--- config.mk ---
export PLATFORM = sky130hd
export DESIGN_NAME = decode_redirect_flat
export DESIGN_NICKNAME = d
export VERILOG_FILES = /design/src/rtl/decode_redirect_pkg.sv /design/src/rtl/decode_redirect_if.sv /design/src/rtl/decode_redirect_trap_ctrl.sv /design/src/rtl/decode_redirect.sv /design/src/flat_wrapper.sv
export SDC_FILE = /design/constraint.sdc
export NUM_CORES = 1
export LEC_CHECK = 0
export CAP_MARGIN = 0
export CORE_MARGIN = 4
export CORE_UTILIZATION = 34
export CTS_BUF_LIST = sky130_fd_sc_hd__clkbuf_16
export DETAILED_ROUTE_END_ITERATION = 10
export GPL_TIMING_DRIVEN = 0
export PLACE_DENSITY_LB_ADDON = 0.15
export SLEW_MARGIN = 25
export SYNTH_ARGS = -nofsm -noshare
export SYNTH_HDL_FRONTEND = slang
export SYNTH_HIERARCHICAL = 1
export SYNTH_SLANG_ARGS = --single-unit
--- constraint.sdc ---
create_clock -name clk -period 4.2 [get_ports clk]
set_clock_uncertainty 0.05 [all_clocks]
set_input_delay 1.05 -clock clk [delete_from_list [all_inputs] [get_ports clk]]
set_output_delay 1.05 -clock clk [all_outputs]
set_load 0.005 [all_outputs]
--- src/rtl/decode_redirect_pkg.sv ---
// dlx_decode_pkg: opcodes, NOP encoding, redirect types and
// trap states shared by the decode-side redirect logic.
package dlx_decode_pkg;

    localparam logic [0:5] OP_NOP  = 6'h00;
    localparam logic [0:5] OP_J    = 6'h02;
    localparam logic [0:5] OP_JAL  = 6'h03;
    localparam logic [0:5] OP_BEQZ = 6'h04;
    localparam logic [0:5] OP_BNEZ = 6'h05;
    localparam logic [0:5] OP_BFPT = 6'h06;
    localparam logic [0:5] OP_BFPF = 6'h07;
    localparam logic [0:5] OP_RFE  = 6'h10;
    localparam logic [0:5] OP_TRAP = 6'h11;
    localparam logic [0:5] OP_JR   = 6'h12;
    localparam logic [0:5] OP_JALR = 6'h13;

    localparam logic [0:5] FN_NOP  = 6'h15;

    typedef enum logic [1:0] {
        JT_SEQ   = 2'b00,
        JT_PCREL = 2'b01,
        JT_REG   = 2'b10,
        JT_IAR   = 2'b11
    } jump_t;

    typedef enum logic [1:0] {
        TS_IDLE   = 2'b00,
        TS_DRAIN  = 2'b01,
        TS_VECTOR = 2'b10
    } trap_state_t;

    typedef struct packed {
        logic [0:5]  op;
        logic [0:5]  fn;
        logic [0:31] pc4;
        logic [0:4]  rs1;
        logic [0:4]  rs2;
        logic [0:4]  rd;
        logic [0:15] imm;
        logic        valid;
    } if_id_t;

    localparam if_id_t IF_ID_NOP = '{
        op:    OP_NOP,
        fn:    FN_NOP,
        pc4:   32'h0,
        rs1:   5'h0,
        rs2:   5'h0,
        rd:    5'h0,
        imm:   16'h0,
        valid: 1'b0
    };

    // Loads occupy 0x20..0x27 (top three bits 100).
    function automatic logic is_load(input logic [0:5] op);
        return op[0:2] == 3'b100;
    endfunction

    // LF/LD (0x26, 0x27) target the FP register file.
    function automatic logic is_fp_load(input logic [0:5] op);
        return op[0:4] == 5'b10011;
    endfunction

endpackage

--- src/rtl/decode_redirect_if.sv ---
// decode_redirect_if: fetch/decode bus. Fetch (master) drives
// the instruction fields, Decode (slave) drives the redirects.
interface decode_redirect_if;

    logic [0:5]  OpCode;
    logic [0:5]  Function;
    logic [0:31] PCPlusFour;
    logic [0:4]  Rs1;
    logic [0:4]  Rs2;
    logic [0:4]  Rd;
    logic [0:15] Immediate;

    logic [0:1]  JumpType;
    logic        BranchCond;
    logic        CondSrc;
    logic        BranchResult;
    logic [0:31] JumpReg;
    logic [0:31] IAR;
    logic [0:5]  DecodeRd;
    logic [0:31] DecodePCPlusFour;

    modport master (
        output OpCode, Function, PCPlusFour,
        output Rs1, Rs2, Rd, Immediate,
        input  JumpType, BranchCond, CondSrc,
        input  BranchResult, JumpReg, IAR,
        input  DecodeRd, DecodePCPlusFour
    );

    modport slave (
        input  OpCode, Function, PCPlusFour,
        input  Rs1, Rs2, Rd, Immediate,
        output JumpType, BranchCond, CondSrc,
        output BranchResult, JumpReg, IAR,
        output DecodeRd, DecodePCPlusFour
    );

endinterface

--- src/rtl/decode_redirect_trap_ctrl.sv ---
// decode_trap_ctrl: TRAP sequencing. Saves IAR, drains the
// pipe for DrainCycles, then emits the trap vector once.
module decode_trap_ctrl
    import dlx_decode_pkg::*;
#(
    parameter logic [31:0] TrapBase    = 32'h0000_0100,
    parameter int          DrainCycles = 3
) (
    input  logic        clk,
    input  logic        reset,
    input  logic        stall,
    input  logic        trap_req,
    input  logic [0:15] trap_imm,
    input  logic [0:31] ret_addr,
    output logic        hold,
    output logic        vec_active,
    output logic [0:31] vec_target,
    output logic [0:31] iar
);

    localparam logic [2:0] DrainLoad = 3'(DrainCycles - 1);

    trap_state_t state;
    trap_state_t state_nx;
    logic [2:0]  cnt;
    logic [2:0]  cnt_nx;
    logic [0:15] imm_q;
    logic [0:15] imm_nx;
    logic [0:31] iar_nx;
    logic        fire;

    // State, counter, vector index and IAR; stall freezes all.
    always_ff @(posedge clk) begin
        if (reset) begin
            state <= TS_IDLE;
            cnt   <= 3'd0;
            imm_q <= 16'h0;
            iar   <= 32'h0;
        end else if (!stall) begin
            state <= state_nx;
            cnt   <= cnt_nx;
            imm_q <= imm_nx;
            iar   <= iar_nx;
        end
    end

    // Next-state: trigger from IDLE, count down, vector once.
    always_comb begin
        state_nx = state;
        cnt_nx   = cnt;
        imm_nx   = imm_q;
        iar_nx   = iar;
        fire     = 1'b0;
        unique case (state)
            TS_IDLE: begin
                if (trap_req) begin
                    fire     = 1'b1;
                    state_nx = TS_DRAIN;
                    cnt_nx   = DrainLoad;
                    imm_nx   = trap_imm;
                    iar_nx   = ret_addr;
                end
            end
            TS_DRAIN: begin
                if (cnt == 3'd0) begin
                    state_nx = TS_VECTOR;
                end else begin
                    cnt_nx = cnt - 3'd1;
                end
            end
            TS_VECTOR: state_nx = TS_IDLE;
            default:   state_nx = TS_IDLE;
        endcase
    end

    assign hold       = (state != TS_IDLE) || fire;
    assign vec_active = (state == TS_VECTOR);
    assign vec_target = TrapBase + ({16'h0, imm_q} << 2);

endmodule

--- src/rtl/decode_redirect.sv ---
// decode_redirect: IF/ID register and redirect decode for Fetch.
// Define DECODE_TRAP_EN to build in TRAP/RFE and the IAR.
module decode_redirect
    import dlx_decode_pkg::*;
#(
    parameter logic [31:0] TrapBase    = 32'h0000_0100,
    parameter int          DrainCycles = 3
) (
    input  logic        clk,
    input  logic        reset,
    input  logic        stall,
    input  logic [0:31] RegA,
    decode_redirect_if.slave fe,
    output logic [0:5]  DOpCode,
    output logic [0:5]  DFunction,
    output logic [0:4]  DRs1,
    output logic [0:4]  DRs2,
    output logic [0:4]  DRd,
    output logic [0:15] DImmediate,
    output logic        DValid
);

    if (DrainCycles < 1 || DrainCycles > 7
        || TrapBase[1:0] != 2'b00) begin : g_cfg_bad
        $error("decode_redirect: bad DrainCycles/TrapBase");
    end

    if_id_t      ifid;
    jump_t       dec_jt;
    jump_t       jt;
    logic        br_cond;
    logic        cond_src;
    logic        jreg_sel;
    logic        squash;
    logic        trap_hold;
    logic        vec_active;
    logic [0:31] vec_target;
    logic [0:31] iar;
    logic [0:31] jump_reg;

    // IF/ID register: NOP on squash or while a trap is in flight.
    always_ff @(posedge clk) begin
        if (reset) begin
            ifid <= IF_ID_NOP;
        end else if (!stall) begin
            if (squash || trap_hold) begin
                ifid <= IF_ID_NOP;
            end else begin
                ifid <= '{
                    op:    fe.OpCode,
                    fn:    fe.Function,
                    pc4:   fe.PCPlusFour,
                    rs1:   fe.Rs1,
                    rs2:   fe.Rs2,
                    rd:    fe.Rd,
                    imm:   fe.Immediate,
                    valid: 1'b1
                };
            end
        end
    end

    // Classify the latched instruction; invalid slots never redirect.
    always_comb begin
        dec_jt   = JT_SEQ;
        br_cond  = 1'b0;
        cond_src = 1'b0;
        jreg_sel = 1'b0;
        if (ifid.valid) begin
            unique case (1'b1)
                (ifid.op == OP_J) || (ifid.op == OP_JAL): begin
                    dec_jt = JT_PCREL;
                end
                (ifid.op == OP_BEQZ): begin
                    dec_jt  = JT_PCREL;
                    br_cond = 1'b1;
                end
                (ifid.op == OP_BNEZ): begin
                    dec_jt = JT_PCREL;
                end
                (ifid.op == OP_BFPT): begin
                    dec_jt   = JT_PCREL;
                    br_cond  = 1'b1;
                    cond_src = 1'b1;
                end
                (ifid.op == OP_BFPF): begin
                    dec_jt   = JT_PCREL;
                    cond_src = 1'b1;
                end
                (ifid.op == OP_JR) || (ifid.op == OP_JALR): begin
                    dec_jt   = JT_REG;
                    jreg_sel = 1'b1;
                end
`ifdef DECODE_TRAP_EN
                (ifid.op == OP_RFE): begin
                    dec_jt = JT_IAR;
                end
`endif
                default: ;
            endcase
        end
    end

    // Trap vector overrides the decoded redirect.
    always_comb begin
        jt       = dec_jt;
        jump_reg = jreg_sel ? RegA : 32'h0;
        if (vec_active) begin
            jt       = JT_REG;
            jump_reg = vec_target;
        end
    end

    // Kill the one wrong-path fetch behind any taken redirect.
    assign squash = !stall
        && ((ifid.valid && dec_jt != JT_SEQ) || vec_active);

`ifdef DECODE_TRAP_EN
    decode_trap_ctrl #(
        .TrapBase    (TrapBase),
        .DrainCycles (DrainCycles)
    ) u_trap (
        .clk        (clk),
        .reset      (reset),
        .stall      (stall),
        .trap_req   (ifid.valid && ifid.op == OP_TRAP),
        .trap_imm   (ifid.imm),
        .ret_addr   (ifid.pc4),
        .hold       (trap_hold),
        .vec_active (vec_active),
        .vec_target (vec_target),
        .iar        (iar)
    );
`else
    assign trap_hold  = 1'b0;
    assign vec_active = 1'b0;
    assign vec_target = 32'h0;
    assign iar        = 32'h0;
`endif

    assign fe.JumpType         = jt;
    assign fe.BranchCond       = br_cond;
    assign fe.CondSrc          = cond_src;
    assign fe.BranchResult     = (RegA == 32'h0);
    assign fe.JumpReg          = jump_reg;
    assign fe.IAR              = iar;
    assign fe.DecodePCPlusFour = ifid.pc4;
    assign fe.DecodeRd         = (ifid.valid && is_load(ifid.op))
        ? {is_fp_load(ifid.op), ifid.rd} : 6'h00;

    assign DOpCode    = ifid.op;
    assign DFunction  = ifid.fn;
    assign DRs1       = ifid.rs1;
    assign DRs2       = ifid.rs2;
    assign DRd        = ifid.rd;
    assign DImmediate = ifid.imm;
    assign DValid     = ifid.valid;

endmodule

--- src/flat_wrapper.sv ---
// flat-port wrapper written by rule: the top's interface ports become plain ports
module decode_redirect_flat import dlx_decode_pkg::*;
#(
    parameter logic [31:0] TrapBase    = 32'h0000_0100,
    parameter int          DrainCycles = 3
)
  (clk, reset, stall, RegA, DOpCode, DFunction, DRs1, DRs2, DRd, DImmediate, DValid, fe_OpCode, fe_Function, fe_PCPlusFour, fe_Rs1, fe_Rs2, fe_Rd, fe_Immediate, fe_JumpType, fe_BranchCond, fe_CondSrc, fe_BranchResult, fe_JumpReg, fe_IAR, fe_DecodeRd, fe_DecodePCPlusFour);
  decode_redirect_if fe_i ();
  input  logic clk;
  input  logic reset;
  input  logic stall;
  input  logic [0:31] RegA;
  output logic [0:5] DOpCode;
  output logic [0:5] DFunction;
  output logic [0:4] DRs1;
  output logic [0:4] DRs2;
  output logic [0:4] DRd;
  output logic [0:15] DImmediate;
  output logic DValid;
  input wire logic [$bits(fe_i.OpCode)-1:0] fe_OpCode;
  input wire logic [$bits(fe_i.Function)-1:0] fe_Function;
  input wire logic [$bits(fe_i.PCPlusFour)-1:0] fe_PCPlusFour;
  input wire logic [$bits(fe_i.Rs1)-1:0] fe_Rs1;
  input wire logic [$bits(fe_i.Rs2)-1:0] fe_Rs2;
  input wire logic [$bits(fe_i.Rd)-1:0] fe_Rd;
  input wire logic [$bits(fe_i.Immediate)-1:0] fe_Immediate;
  output wire logic [$bits(fe_i.JumpType)-1:0] fe_JumpType;
  output wire logic [$bits(fe_i.BranchCond)-1:0] fe_BranchCond;
  output wire logic [$bits(fe_i.CondSrc)-1:0] fe_CondSrc;
  output wire logic [$bits(fe_i.BranchResult)-1:0] fe_BranchResult;
  output wire logic [$bits(fe_i.JumpReg)-1:0] fe_JumpReg;
  output wire logic [$bits(fe_i.IAR)-1:0] fe_IAR;
  output wire logic [$bits(fe_i.DecodeRd)-1:0] fe_DecodeRd;
  output wire logic [$bits(fe_i.DecodePCPlusFour)-1:0] fe_DecodePCPlusFour;
  assign fe_i.OpCode = fe_OpCode;
  assign fe_i.Function = fe_Function;
  assign fe_i.PCPlusFour = fe_PCPlusFour;
  assign fe_i.Rs1 = fe_Rs1;
  assign fe_i.Rs2 = fe_Rs2;
  assign fe_i.Rd = fe_Rd;
  assign fe_i.Immediate = fe_Immediate;
  assign fe_JumpType = fe_i.JumpType;
  assign fe_BranchCond = fe_i.BranchCond;
  assign fe_CondSrc = fe_i.CondSrc;
  assign fe_BranchResult = fe_i.BranchResult;
  assign fe_JumpReg = fe_i.JumpReg;
  assign fe_IAR = fe_i.IAR;
  assign fe_DecodeRd = fe_i.DecodeRd;
  assign fe_DecodePCPlusFour = fe_i.DecodePCPlusFour;
  decode_redirect #(.TrapBase(TrapBase), .DrainCycles(DrainCycles)) u_core (.clk(clk), .reset(reset), .stall(stall), .RegA(RegA), .fe(fe_i), .DOpCode(DOpCode), .DFunction(DFunction), .DRs1(DRs1), .DRs2(DRs2), .DRd(DRd), .DImmediate(DImmediate), .DValid(DValid));
endmodule
; ---- Yosys cells after proc, flatten, opt, wreduce, memory -nomap -nowiden
; Cells that the tools add are included.
[classes]
eq_ne = 10
mux = 11
reduce_logical = 11
[ops]
columns = cell, count
row1 = 76-bit 2-to-1 mux, 1
row2 = 32-bit zero test, 1
row3 = 32-bit 2-to-1 mux, 1
row4 = 6-bit by 3-bit == test with 1-bit output (second input constant), 4
row5 = 6-bit by 2-bit == test with 1-bit output (second input constant), 2
row6 = 6-bit by 5-bit == test with 1-bit output (second input constant), 2
row7 = 1-bit 2-to-1 mux, 6
row8 = 6-bit 2-to-1 mux, 1
row9 = 5-bit == test (second input constant), 1
row10 = 5-bit OR reduction, 1
row11 = 2-bit one-hot mux with 2 select lines, 1
row12 = 2-bit OR reduction, 2
row13 = 3-bit == test (second input constant), 1
row14 = 1-bit logical AND, 3
row15 = 1-bit logical OR, 2
row16 = 2-bit 2-to-1 mux, 1
row17 = 2-bit nonzero test, 1
row18 = 1-bit zero test, 1
[word_totals]
register_bits = 76
in_bits = 110
out_inout_bits = 151
elab_cells = 40

; ---- Longest topological paths before layout
; Gate-level depths: netlist of run 1.
[depth]
ltp_word = 9
depth_mapped = 6
ltp_nobuf = 4

; ---- Worst setup path before layout of run 1
; No wires, ideal clock.
[synth_path]
path_kind = input -> output
start = input RegA[26] (netlist bit)
end = output fe_BranchResult
arrival_time_ns = 1.537
required_ns = 3.100
setup_slack_ns = 1.563
path_stages = 3
n_path_buf = 0
cell_sequence = nor4_1 -> nand4_1 -> nor2_1
[synth_between]
elab_chain_cells = 1
[synth_rtl]
columns = element, line
row1 = "start, declared", flat_wrapper.sv:12  ; input logic [0:31] RegA;
row2 = 32-bit zero test, decode_redirect.sv:144  ; assign fe.BranchResult = (RegA == 32'h0);
row3 = "end, declared", flat_wrapper.sv:30  ; output wire logic [$bits(fe_i.BranchResult)-1:0] fe_BranchResult;
; Every way passes these cells.

; ---- Final worst setup path of run 1
[layout_path]
start = input RegA[17] (netlist bit)
end = output fe_BranchResult
; The elaborated chain is that of the path after synthesis.

==> results of run 1 <==
[worst max-delay path, cell delays in order]
cell and delay [ns]:
clkdlybuf4s50_1 0.43, nor4_1 0.36, nand4_1 0.16, nor2_1 0.13, clkdlybuf4s50_1 0.50
[synth_stat cells]
cell type | count | share of area
nor2_1 | 6 | 0.0076
nor2b_1 | 1 | 0.0021
nor3b_1 | 1 | 0.0025
inv_1 | 3 | 0.0038
nor4_1 | 9 | 0.019
a21oi_1 | 3 | 0.0051
nand2_1 | 3 | 0.0038
nor4_2 | 2 | 0.0085
nor3_1 | 1 | 0.0017
nor2_2 | 1 | 0.0021
nand4_1 | 2 | 0.0042
dfxtp_1 | 76 | 0.52
and2_1 | 37 | 0.078
clkbuf_1 | 13 | 0.017
conb_1 | 1 | 0.0013
a22o_1 | 72 | 0.21
or4b_4 | 1 | 0.0047
buf_4 | 32 | 0.081
nand2b_1 | 2 | 0.0042
a21o_1 | 1 | 0.0025
buf_6 | 5 | 0.019
buf_1 | 1 | 0.0013
[flip-flops by register name (all words and copies together), names as in the netlist]
name,cells
u_core/DRs2,5
u_core/fe.DecodePCPlusFour,32
u_core/DImmediate,16
u_core/DValid,1
u_core/DRs1,5
u_core/DRd,5
u_core/DFunction,6
u_core/DOpCode,6
[cell usage in the layout, fill, tap and decap left out, types with 5 or more instances in the layout]
master / count
clkdlybuf4s50_1: 228
buf_6: 5
nor4_1: 9
nor2_1: 6
dfxtp_1: 76
buf_4: 32
clkbuf_1: 13
and2_1: 37
clkbuf_16: 9
a22o_1: 72
conb_1: 32
[power groups by stage]
stage	clock network [µW]	logic (µW)	registers, µW
finish	790	330	798
global route	838	353	804
CTS	809	332	798
detailed placement	0	330	812
global placement	0	326	810
floorplan	0	102	813
[per-stage QoR]
step | setup slack, ns | std cells | hold slack, ns | power (µW)
after global placement | 0.453 | 637 | 0.405 | 1140
after global routing | 0.386 | 652 | 0.437 | 1990
after floorplan | 1.56 | 304 | 0.416 | 915
after detailed placement | 0.451 | 637 | 0.405 | 1140
after CTS | 0.444 | 652 | 0.424 | 1940
final | 0.461 | 652 | 0.423 | 1920
[routing by layer]
layer / routed length [µm] / vias to the layer above / GRT usage
li1: - / 1459 / -
met1: 3750 / 1370 / 0.204
met2: 5770 / 159 / 0.378
met3: 1100 / 26 / 0.0730
met4: 397 / 0 / 0.0971
met5: 0 / - / 0
[layout make-up]
cell class,count,area share
plain buffers,51,0.0604
clock buffers,9,0.0389
clock inverters,6,0.0138
inverters,3,0.00195
multi-input cells,174,0.205
flip-flops and latches,76,0.263
well taps,105,0.0227
repair buffers,228,0.395
[worst min-delay path by stage]
stage / from / to / slack, ns / cells past startpoint
final: u_core/fe.DecodePCPlusFour[6] / u_core/fe.DecodePCPlusFour[6] / 0.42 / 1
after global routing: u_core/fe.DecodePCPlusFour[28] / u_core/fe.DecodePCPlusFour[28] / 0.44 / 1
after CTS: u_core/fe.DecodePCPlusFour[20] / u_core/fe.DecodePCPlusFour[20] / 0.42 / 1
after detailed placement: u_core/DImmediate[8] / u_core/DImmediate[8] / 0.41 / 1
after global placement: u_core/DRs2[3] / u_core/DRs2[3] / 0.41 / 1
after floorplan: u_core/DImmediate[10] / u_core/DImmediate[10] / 0.42 / 1
[logic make-up (layout without fill, tap and decap cells)]
logic type | Yosys count | count (layout) | share of synthesized area
AO/OA/AOI/OAI | 76 | 76 | 0.221
buffers and inverters | 54 | 297 | 0.122
flip-flops | 76 | 76 | 0.516
other | 1 | 32 | 0.00127
AND/OR/NAND/NOR | 66 | 66 | 0.139
==> impl_results.md, run 1 <==
* Number of global-route vias before repair at 3,136
* Combinational Power Share at 0.172
* Post-CTS sizing at 0
* #FFs+latches synth at 76
* Int Power at 1510 µW
* HPWL after DPL at 9.00 mm
* Clock Root Buffer: clkbuf_16
* Total wire length at 11.0 mm
* FMAX at 0.267 GHz
* Drt pass-1 iters at 4
* Post-Syn Area at 0.00295 mm²
* Antenna diode count at 0
* Max clock buf depth at 2
* Status: complete, no violations
* Worst skew pair latency at 0.32 ns
* Row count at 33
* CP Capture Type: primary output
* HP Class: flip-flop to flip-flop
* Initial DRC Count at 87
* Reg power frac at 0.416
* Crit Path Max Fanout at 2
* Final Instance Area at 0.00578 mm²
* Post-CTS Setup Repair Bufs at 0
* Setup CP Type: input port to primary output
* Tcrit/Tclk final at 0.890
* I/O pins at 261
* Cells after Synth at 273
* Req. time, crit path at 3.10 ns
* Startpoint Class: input port
* Final ANT Viol Nets at 0
* Die X at 101 µm
* CTS clk-pin slew, worst paths at 0.06 ns
* Initial antenna violation count at 0
* Vert. Die Dim at 101 µm
* Initial Util at 0.354
* Power share of the clock group at 0.412
* Switching part of the total power at 0.214
* Seq. cell area at 0.00152 mm²
* Crit path to: fe_BranchResult
* RSZ-0062 raised after global routing: false
* All-Layer GR Usage at 0.205
* Post-route core utilization at 0.694
* Worst reg2reg endpoint: u_core/DFunction[2]
* Die area at 0.0102 mm²
* Layout cells sized above 1 at 0.0987
* WL per Instance at 16.9 µm
* R2r setup slk at 2.26 ns
* Max Cap Viol at 0
* Post-synthesis sequential area ratio at 0.516
* H-tree depth at 3
* # clock sinks at 76
* Worst r2r src: u_core/DOpCode[0]
* YS warnings at 6
* First-pass GRT wire length at 16.2 mm
* Relative slew slack at 0.593
* Drt drc at 0
* Pwr/cell area at 332 mW/mm²
* Worst r2r path cells at 5
* Area of the core at 0.00834 mm²
* Worst Max-Slew Pin Slew at 0.605 ns
* Multi-input logic area at 0.00118 mm²
* Gr ovfl total at 0
* Final Slew Violations at 0
* Layout net count at 653
* TritonCTS clock tree: yes
* Placed Area at 0.00548 mm²
* Worst Path Arrival at 2.64 ns
* Fill cells at 641
* Cts hold-fix bufs at 0
* RePlAce Congestion at 0.765
* Synth cell types at 22
* Setup TNS at 0 ns
* Final hold vios at 0
* Switch Pwr at 410 µW
* P_leak at 0.00235 µW
* IR drop worst, VDD at 0.000227 V
* Layout Area Growth over Synthesis at 96.1%
* Post-layout min period at 3.74 ns
* Largest net degree at the start of global routing at 13
* Synth Area per Inst at 10.8 µm²
* CP Launch Point: RegA[17]
* Num CTS Buffers at 9
* Routed via count at 3,014
* IO Port Bufs at 228
* DR vias/cell at 4.62
* Final setup fails at 0
No activity file was read; power rests on OpenSTA's default activity.
==> run 2, diff against run 1 <==
--- a/config.mk
+++ b/config.mk
@@ -11,5 +11,4 @@
 export CTS_BUF_LIST = sky130_fd_sc_hd__clkbuf_16
 export DETAILED_ROUTE_END_ITERATION = 10
-export GPL_TIMING_DRIVEN = 0
 export PLACE_DENSITY_LB_ADDON = 0.15
 export SLEW_MARGIN = 25
==> constraint.sdc (replaced) <==
create_clock -name clk -period 4.8 [get_ports clk]
set_clock_uncertainty 0.05 [all_clocks]
set_input_delay 1.2 -clock clk [delete_from_list [all_inputs] [get_ports clk]]
set_output_delay 1.2 -clock clk [all_outputs]
set_load 0.05 [all_outputs]
==> run 2 against run 1 <==
Compared with the run above: combinational power rose by 38%; sequential power is 13% lower; first-iteration DRC count down 28%; hold slack got worse by 0.0023 ns; global-route usage is 1.3 points lower; count of clock-buffer cells in the layout stayed put; final cell count down 7.1%; critical path depth unchanged; via count decreased by 6.4%; die area is the same; sequential share of layout area rose by 1.6 points; critical endpoint unchanged.
==> impl_results.md, run 2 (synthesis results as in run 1) <==
* Antenna diode count at 0 (unchanged)
* Routed via count at 2,820 (-6.4%)
* Startpoint Class: input port
* Worst Hold Path EP: u_core/fe.DecodePCPlusFour[12]
* Final hold slack at 0.421 ns (-0.00232 ns)
* WL per Instance at 17.3 µm (+2.2%)
* Final ANT Viol Nets at 0 (unchanged)
* Status: complete, no violations
* Total Power at 1750 µW (-8.6%)
* Max FFs per register at 32 (unchanged)
* Crit Path Max Fanout at 2 (unchanged)
* WP buf/inv at 2 (unchanged)
* CP Capture Type: primary output
* Die X at 101 µm (unchanged)
* Final Instance Area at 0.00546 mm² (-5.7%)
* Post-CTS Setup Repair Bufs at 0 (unchanged)
* Pwr/cell area at 321 mW/mm² (-3.1%)
* TritonCTS clock tree: yes
* Max Cap Viol at 0 (unchanged)
* I/O pins at 261 (unchanged)
* Drt pass-1 iters at 4 (unchanged)
* P_leak at 0.00214 µW (-9.0%)
* Setup CP Type: input port to primary output
* Layout cells sized above 1 at 0.0479 (-0.0508)
* FMAX at 0.232 GHz
* Tcrit/Tclk final at 0.898
* Worst skew pair latency at 0.32 ns (about the same)
* IO Port Bufs at 228 (unchanged)
* H-tree depth at 3 (unchanged)
* Max clock buf depth at 2 (unchanged)
* Row count at 33 (unchanged)
* Placed Area at 0.00518 mm² (-5.4%)
* Final Slew Violations at 0 (unchanged)
* Number of global-route vias before repair at 2,908 (-7.3%)
* Worst r2r path cells at 5 (unchanged)
* Die area at 0.0102 mm² (unchanged)
* Total wire length at 10.5 mm (-5.0%)
* IR drop worst, VDD at 0.000195 V (-14%)
* # clock sinks at 76 (unchanged)
* Most frequent cells in the layout: clkdlybuf4s50_1 (228), dfxtp_1 (76), a22o_1 (72), and2_1 (37), conb_1 (32)
* Delay of the slowest critical-path stage at 0.81 ns (+0.31 ns)
* Relative slew slack at 0.613 (+0.0192)
* Min-delay src: u_core/fe.DecodePCPlusFour[12]
* Drt drc at 0 (unchanged)
* Hold Path Stages at 1 (unchanged)
* CP Cell Sequence: clkdlybuf4s50_1 -> nor4_1 -> nand4_1 -> nor2_1 -> clkdlybuf4s50_1
* Cts hold-fix bufs at 0 (unchanged)
* Largest net degree at the start of global routing at 55 (+42)
* Worst Max-Slew Pin Slew at 0.577 ns (-0.0286 ns)
* Initial DRC Count at 63 (-28%)
* Initial Util at 0.354 (unchanged)
* CP top delay family: buffers and inverters
* Vert. Die Dim at 101 µm (unchanged)
* Worst r2r src: u_core/DOpCode[2]
* All-Layer GR Usage at 0.193 (-0.0126)
* Final setup fails at 0 (unchanged)
* Worst reg2reg endpoint: u_core/DImmediate[7]
* Layout net count at 606 (-7.2%)
* Final hold vios at 0 (unchanged)
* Req. time, crit path at 3.55 ns (+0.45 ns)
* Most common cell after layout, fill and taps aside: clkdlybuf4s50_1
* Num CTS Buffers at 9 (unchanged)
* Clock Root Buffer: clkbuf_16
* Initial antenna violation count at 0 (unchanged)
* Gr ovfl total at 0 (unchanged)
* RSZ-0062 raised after global routing: false
* CTS clk-pin slew, worst paths at 0.06 ns (about the same)
* R2r setup slk at 2.83 ns (+0.57 ns)
* First-pass GRT wire length at 15.4 mm (-5.2%)
* RePlAce Congestion at 0.789 (+3.1%)
* Most used cell, CP: clkdlybuf4s50_1
* Post-CTS sizing at 0 (unchanged)
* HP Class: flip-flop to flip-flop
* Area of the core at 0.00834 mm² (unchanged)
* DR vias/cell at 4.65 (+0.67%)
* HPWL after DPL at 8.06 mm (-10%)
* Layout Area Growth over Synthesis at 85.0%
* Worst Path Arrival at 3.06 ns (+0.42 ns)
* Setup TNS at 0 ns (unchanged)
* Post-layout min period at 4.31 ns
* Slowest CP cell: clkdlybuf4s50_1
==> run 2: cell types whose count changed in the layout (fill, tap and decap cells not counted), moves of 2 or more <==
cell | before | now
clkinv_1 | 2 | 0
buf_4 | 32 | 4
nor4_4 | 0 | 2
buf_6 | 5 | 0
bufinv_16 | 2 | 0
clkinvlp_4 | 1 | 3
nor4_2 | 2 | 0
clkbuf_1 | 13 | 0
==> run 2: where the power goes <==
part	total, µW	switching [µW]	internal, µW	leakage, µW
Sequential	697	25.4	672	0.000627
Combinational	454	274	180	0.00138
Clock	602	255	347	0.000129
==> run 2: final cells by class <==
cell class                 count  area [µm²]
clock buffer                   9         225
clock inverter                 7        45.0
fill                         706        2890
inverter                       3        11.3
multi-input combinational    174        1210
sequential                    76        1520
tap                          105         131
timing repair buffer         232        2310
==> run 2: worst max-delay path by stage <==
stage,start,end,slack (ns),cells after the start
detailed placement,RegA[17],fe_BranchResult,0.45,5
finish,RegA[17],fe_BranchResult,0.49,5
floorplan,u_core/DValid,fe_BranchCond,1.16,2
global route,RegA[17],fe_BranchResult,0.39,5
global placement,RegA[17],fe_BranchResult,0.46,5
CTS,RegA[17],fe_BranchResult,0.44,5
==> run 2: per-layer routing <==
layer / track usage / wire length, µm
met1: 0.194 / 3660
met2: 0.366 / 5590
met3: 0.0696 / 1070
met4: 0.0603 / 145
met5: 0 / 0
==> run 2: stage by stage <==
stage / instances / setup slack [ns] / util
finish: 606 / 0.488 / 0.654
global placement: 590 / 0.457 / 0.622
CTS: 606 / 0.443 / 0.654
detailed placement: 590 / 0.449 / 0.622
floorplan: 304 / 1.16 / -
global route: 606 / 0.387 / 0.654
==> run 3, diff against run 2 <==
Settings changed: ABC_AREA from default to 1, CORE_UTILIZATION 34 to 39.
==> run 3 against run 2 <==
Compared with the run above: die area increased by 17%; sequential power is 0.9% lower; combinational power increased by 9.9%; register-to-register slack got worse by 0.57 ns; global-route usage increased by 2.2 points; non-clock buffer count grew 1; hold slack worse by 0.015 ns; critical path type unchanged.
==> impl_results.md, run 3 <==
* Final setup fails at 0 (unchanged)
* P_leak at 0.00271 µW (+27%)
* Gr ovfl total at 0 (unchanged)
* CP Capture Type: primary output
* Max Cap Viol at 0 (unchanged)
* Synth Area in Simple Gates at 0.323 (+0.184)
* Post-synth ARST share at 0 (unchanged)
* #FFs+latches synth at 76 (unchanged)
* Synth Flop Type: dfxtp_1
* Initial antenna violation count at 0 (unchanged)
* Synth Area per Inst at 8.19 µm² (-24%)
* YS warnings at 6 (unchanged)
* Total wire length at 13.5 mm (+29%)
* Num CTS Buffers at 9 (unchanged)
* CP Cell Sequence: clkdlybuf4s50_1 -> nor4_1 -> nand3_1 -> nor2_1 -> clkdlybuf4s50_1
* Tcrit/Tclk final at 0.886 (-0.0128)
* Req. time, crit path at 3.55 ns (about the same)
* Delay of the slowest critical-path stage at 0.81 ns (about the same)
* Final hold slack at 0.406 ns (-0.0151 ns)
* Post-CTS sizing at 0 (unchanged)
* Synth cell types at 25 (+14%)
* Die area at 0.0120 mm² (+17%)
* Cells after Synth at 489 (+79%)
* HPWL after DPL at 9.34 mm (+16%)
* Mux cell area share after synthesis at 0 (unchanged)
* Die X at 109 µm (+8.1%)
* IR drop worst, VDD at 0.000230 V (+18%)
* Largest family of logic cells by synthesized area: simple AND/OR/NAND/NOR gates
* Top-count cell post-synth: nand2_1
* Met1 Wirelength at 5.41 mm (+48%)
* Dominant cell type by area after synthesis: dfxtp_1
* Worst skew pair latency at 0.33 ns (about the same)
* Status: complete, no violations
* Main area contributors after synthesis: dfxtp_1 (38%), nand4_2 (13%), nand2_1 (7.3%)
* Clock Root Buffer: clkbuf_16
* Top sig layer: met4
* Drt pass-1 iters at 5 (+1)
* I/O pins at 261 (unchanged)
* Post-Syn Area at 0.00401 mm² (+36%)
* Most frequent cells in the layout: clkdlybuf4s50_1 (226), nand2_1 (78), dfxtp_1 (76), nor2_1 (46)
* Layout Area Growth over Synthesis at 60.3%
* Power share of the clock group at 0.376 (+0.033)
* IO Port Bufs at 228 (unchanged)
* Antenna diode count at 0 (unchanged)
* # clock sinks at 76 (unchanged)
* Final hold vios at 0 (unchanged)
* CTS clk-pin slew, worst paths at 0.06 ns (about the same)
* Compound-gate portion of the synthesized area at 0.127 (-0.0947)
* Routed via count at 4,004 (+42%)
* DR vias/cell at 4.84 (+4.0%)
* Post-route core utilization at 0.648 (-0.00583)
* Post-synthesis sequential area ratio at 0.380 (-0.136)
* TritonCTS clock tree: yes
* Worst Path Arrival at 3.00 ns (-0.06 ns)
* Met2 wire length at 6.69 mm (+20%)
* Max clock buf depth at 2 (unchanged)
* Post-layout min period at 4.25 ns (-0.0614 ns)
* CP top delay family: buffers and inverters
* Synth cell count leaders: nand2_1 (78), dfxtp_1 (76), nor2_1 (46)
* Final ANT Viol Nets at 0 (unchanged)
* Layout net count at 799 (+32%)
* Cts hold-fix bufs at 0 (unchanged)
* Largest net degree at the start of global routing at 75 (+36%)
* Worst Max-Slew Pin Slew at 0.986 ns (+0.409 ns)
* Placed Cells incl. Taps at 811 (+37%)
* Reg power frac at 0.362 (-0.036)
* Drt drc at 0 (unchanged)
* Post-Synth Adder-Cell Area at 0 (unchanged)
* Layout cells sized above 1 at 0.150 (+0.102)
* Most common cell after layout, fill and taps aside: clkdlybuf4s50_1
* Setup CP Type: input port to primary output
* WL per Instance at 16.3 µm (-5.5%)
* Crit Path Max Fanout at 2 (unchanged)
* Slowest CP cell: clkdlybuf4s50_1
* Switch Pwr at 600 µW (+8.2%)
* RSZ-0062 raised after global routing: false
* Fin cells at 827 (+36%)
* Max FFs per register at 32 (unchanged)
* RePlAce Congestion at 0.886 (+12%)
* XOR/XNOR Fraction of Synth Area at 0 (unchanged)
* Final Slew Violations at 0 (unchanged)
* First-pass GRT wire length at 20.1 mm (+31%)
* Pwr/cell area at 297 mW/mm² (-7.5%)
* FMAX at 0.235 GHz (+1.4%)
* Combinational Power Share at 0.262 (+0.003)
* WP buf/inv at 2 (unchanged)
* All-Layer GR Usage at 0.215 (+0.0222)
* Switching part of the total power at 0.314 (-0.00208)
* Initial DRC Count at 247 (+290%)
* Startpoint Class: input port
* Post-synth EDFFs at 0 (unchanged)
* Initial Util at 0.404 (+0.0507)
* HP Class: flip-flop to flip-flop
* Setup TNS at 0 ns (unchanged)
* Vert. Die Dim at 109 µm (+8.1%)
* Int Power at 1310 µW (+9.2%)
* Most used cell, CP: clkdlybuf4s50_1
* Post-CTS Setup Repair Bufs at 0 (unchanged)
* WL met3 at 1.15 mm (+8.2%)
* Area of the core at 0.00991 mm² (+19%)
* Relative slew slack at 0.343 (-0.270)
* H-tree depth at 3 (unchanged)
* Number of global-route vias before repair at 3,750 (+29%)
* Row count at 36 (+9.1%)
* Yosys top cell area share at 0.380 (-0.136)
[run 3: cell count changes after synthesis, moves of 37 or more]
cell,delta
a21oi_1,+38
nor2_1,+40
a22o_1,-72
inv_1,+38
and2_1,-37
nand4_2,+41
nand2_1,+75
[run 3: per-stage QoR]
stage / worst slack (ns) / power, µW / cell area (µm²)
floorplan: 1.33 / 1030 / 4120
CTS: 0.553 / 1930 / 6420
global placement: 0.564 / 1200 / 6110
detailed placement: 0.563 / 1200 / 6110
global route: 0.459 / 1990 / 6420
finish: 0.549 / 1910 / 6420
[run 3: tightest hold or removal path: cells and delay by family, from the launching register on]
kind / cells / cell delay, ns
DFF: 1 / 0.31
and+or+nand+nor: 1 / 0.05
AOI/OAI and AO/OA: 1 / 0.05
[run 3: final cells by class]
| class | instances | area [µm²] |
|---|---|---|
| Clock buffer | 9 | 225 |
| Clock inverter | 7 | 90.1 |
| Fill cell | 872 | 3490 |
| Inverter | 46 | 174 |
| Multi-Input combinational cell | 323 | 1930 |
| Sequential cell | 76 | 1520 |
| Tap cell | 133 | 166 |
| Timing Repair Buffer | 233 | 2310 |
[run 3: worst paths after layout]
kind / depth (start not counted) / end / slack, ns / startpoint
worst max register to register: 6 / u_core/DFunction[1] / 2.26 / u_core/DOpCode[0]
worst min-delay path: 2 / u_core/fe.DecodePCPlusFour[19] / 0.41 / u_core/fe.DecodePCPlusFour[19]
worst max-delay path: 5 / fe_BranchResult / 0.55 / RegA[9]
worst min register to register: 2 / u_core/fe.DecodePCPlusFour[19] / 0.41 / u_core/fe.DecodePCPlusFour[19]
[run 3: layer usage]
| layer | up-vias | global-route usage |
|---|---|---|
| met5 | - | 0 |
| li1 | 1972 | - |
| met3 | 18 | 0.0675 |
| met4 | 0 | 0.0873 |
| met1 | 1856 | 0.260 |
| met2 | 158 | 0.353 |
[run 3: power groups by stage]
| stage | sequential, µW | clock, µW | combinational, µW |
|---|---|---|---|
| after floorplan | 831 | 0 | 202 |
| after global placement | 703 | 0 | 494 |
| after detailed placement | 705 | 0 | 499 |
| after CTS | 692 | 740 | 501 |
| after global routing | 696 | 770 | 526 |
| final | 691 | 718 | 499 |
[run 3: cell families after synthesis]
family | count (synthesis)
simple gates | 215
buf+inv | 121
compound gates | 76
flops | 76
other cells | 1
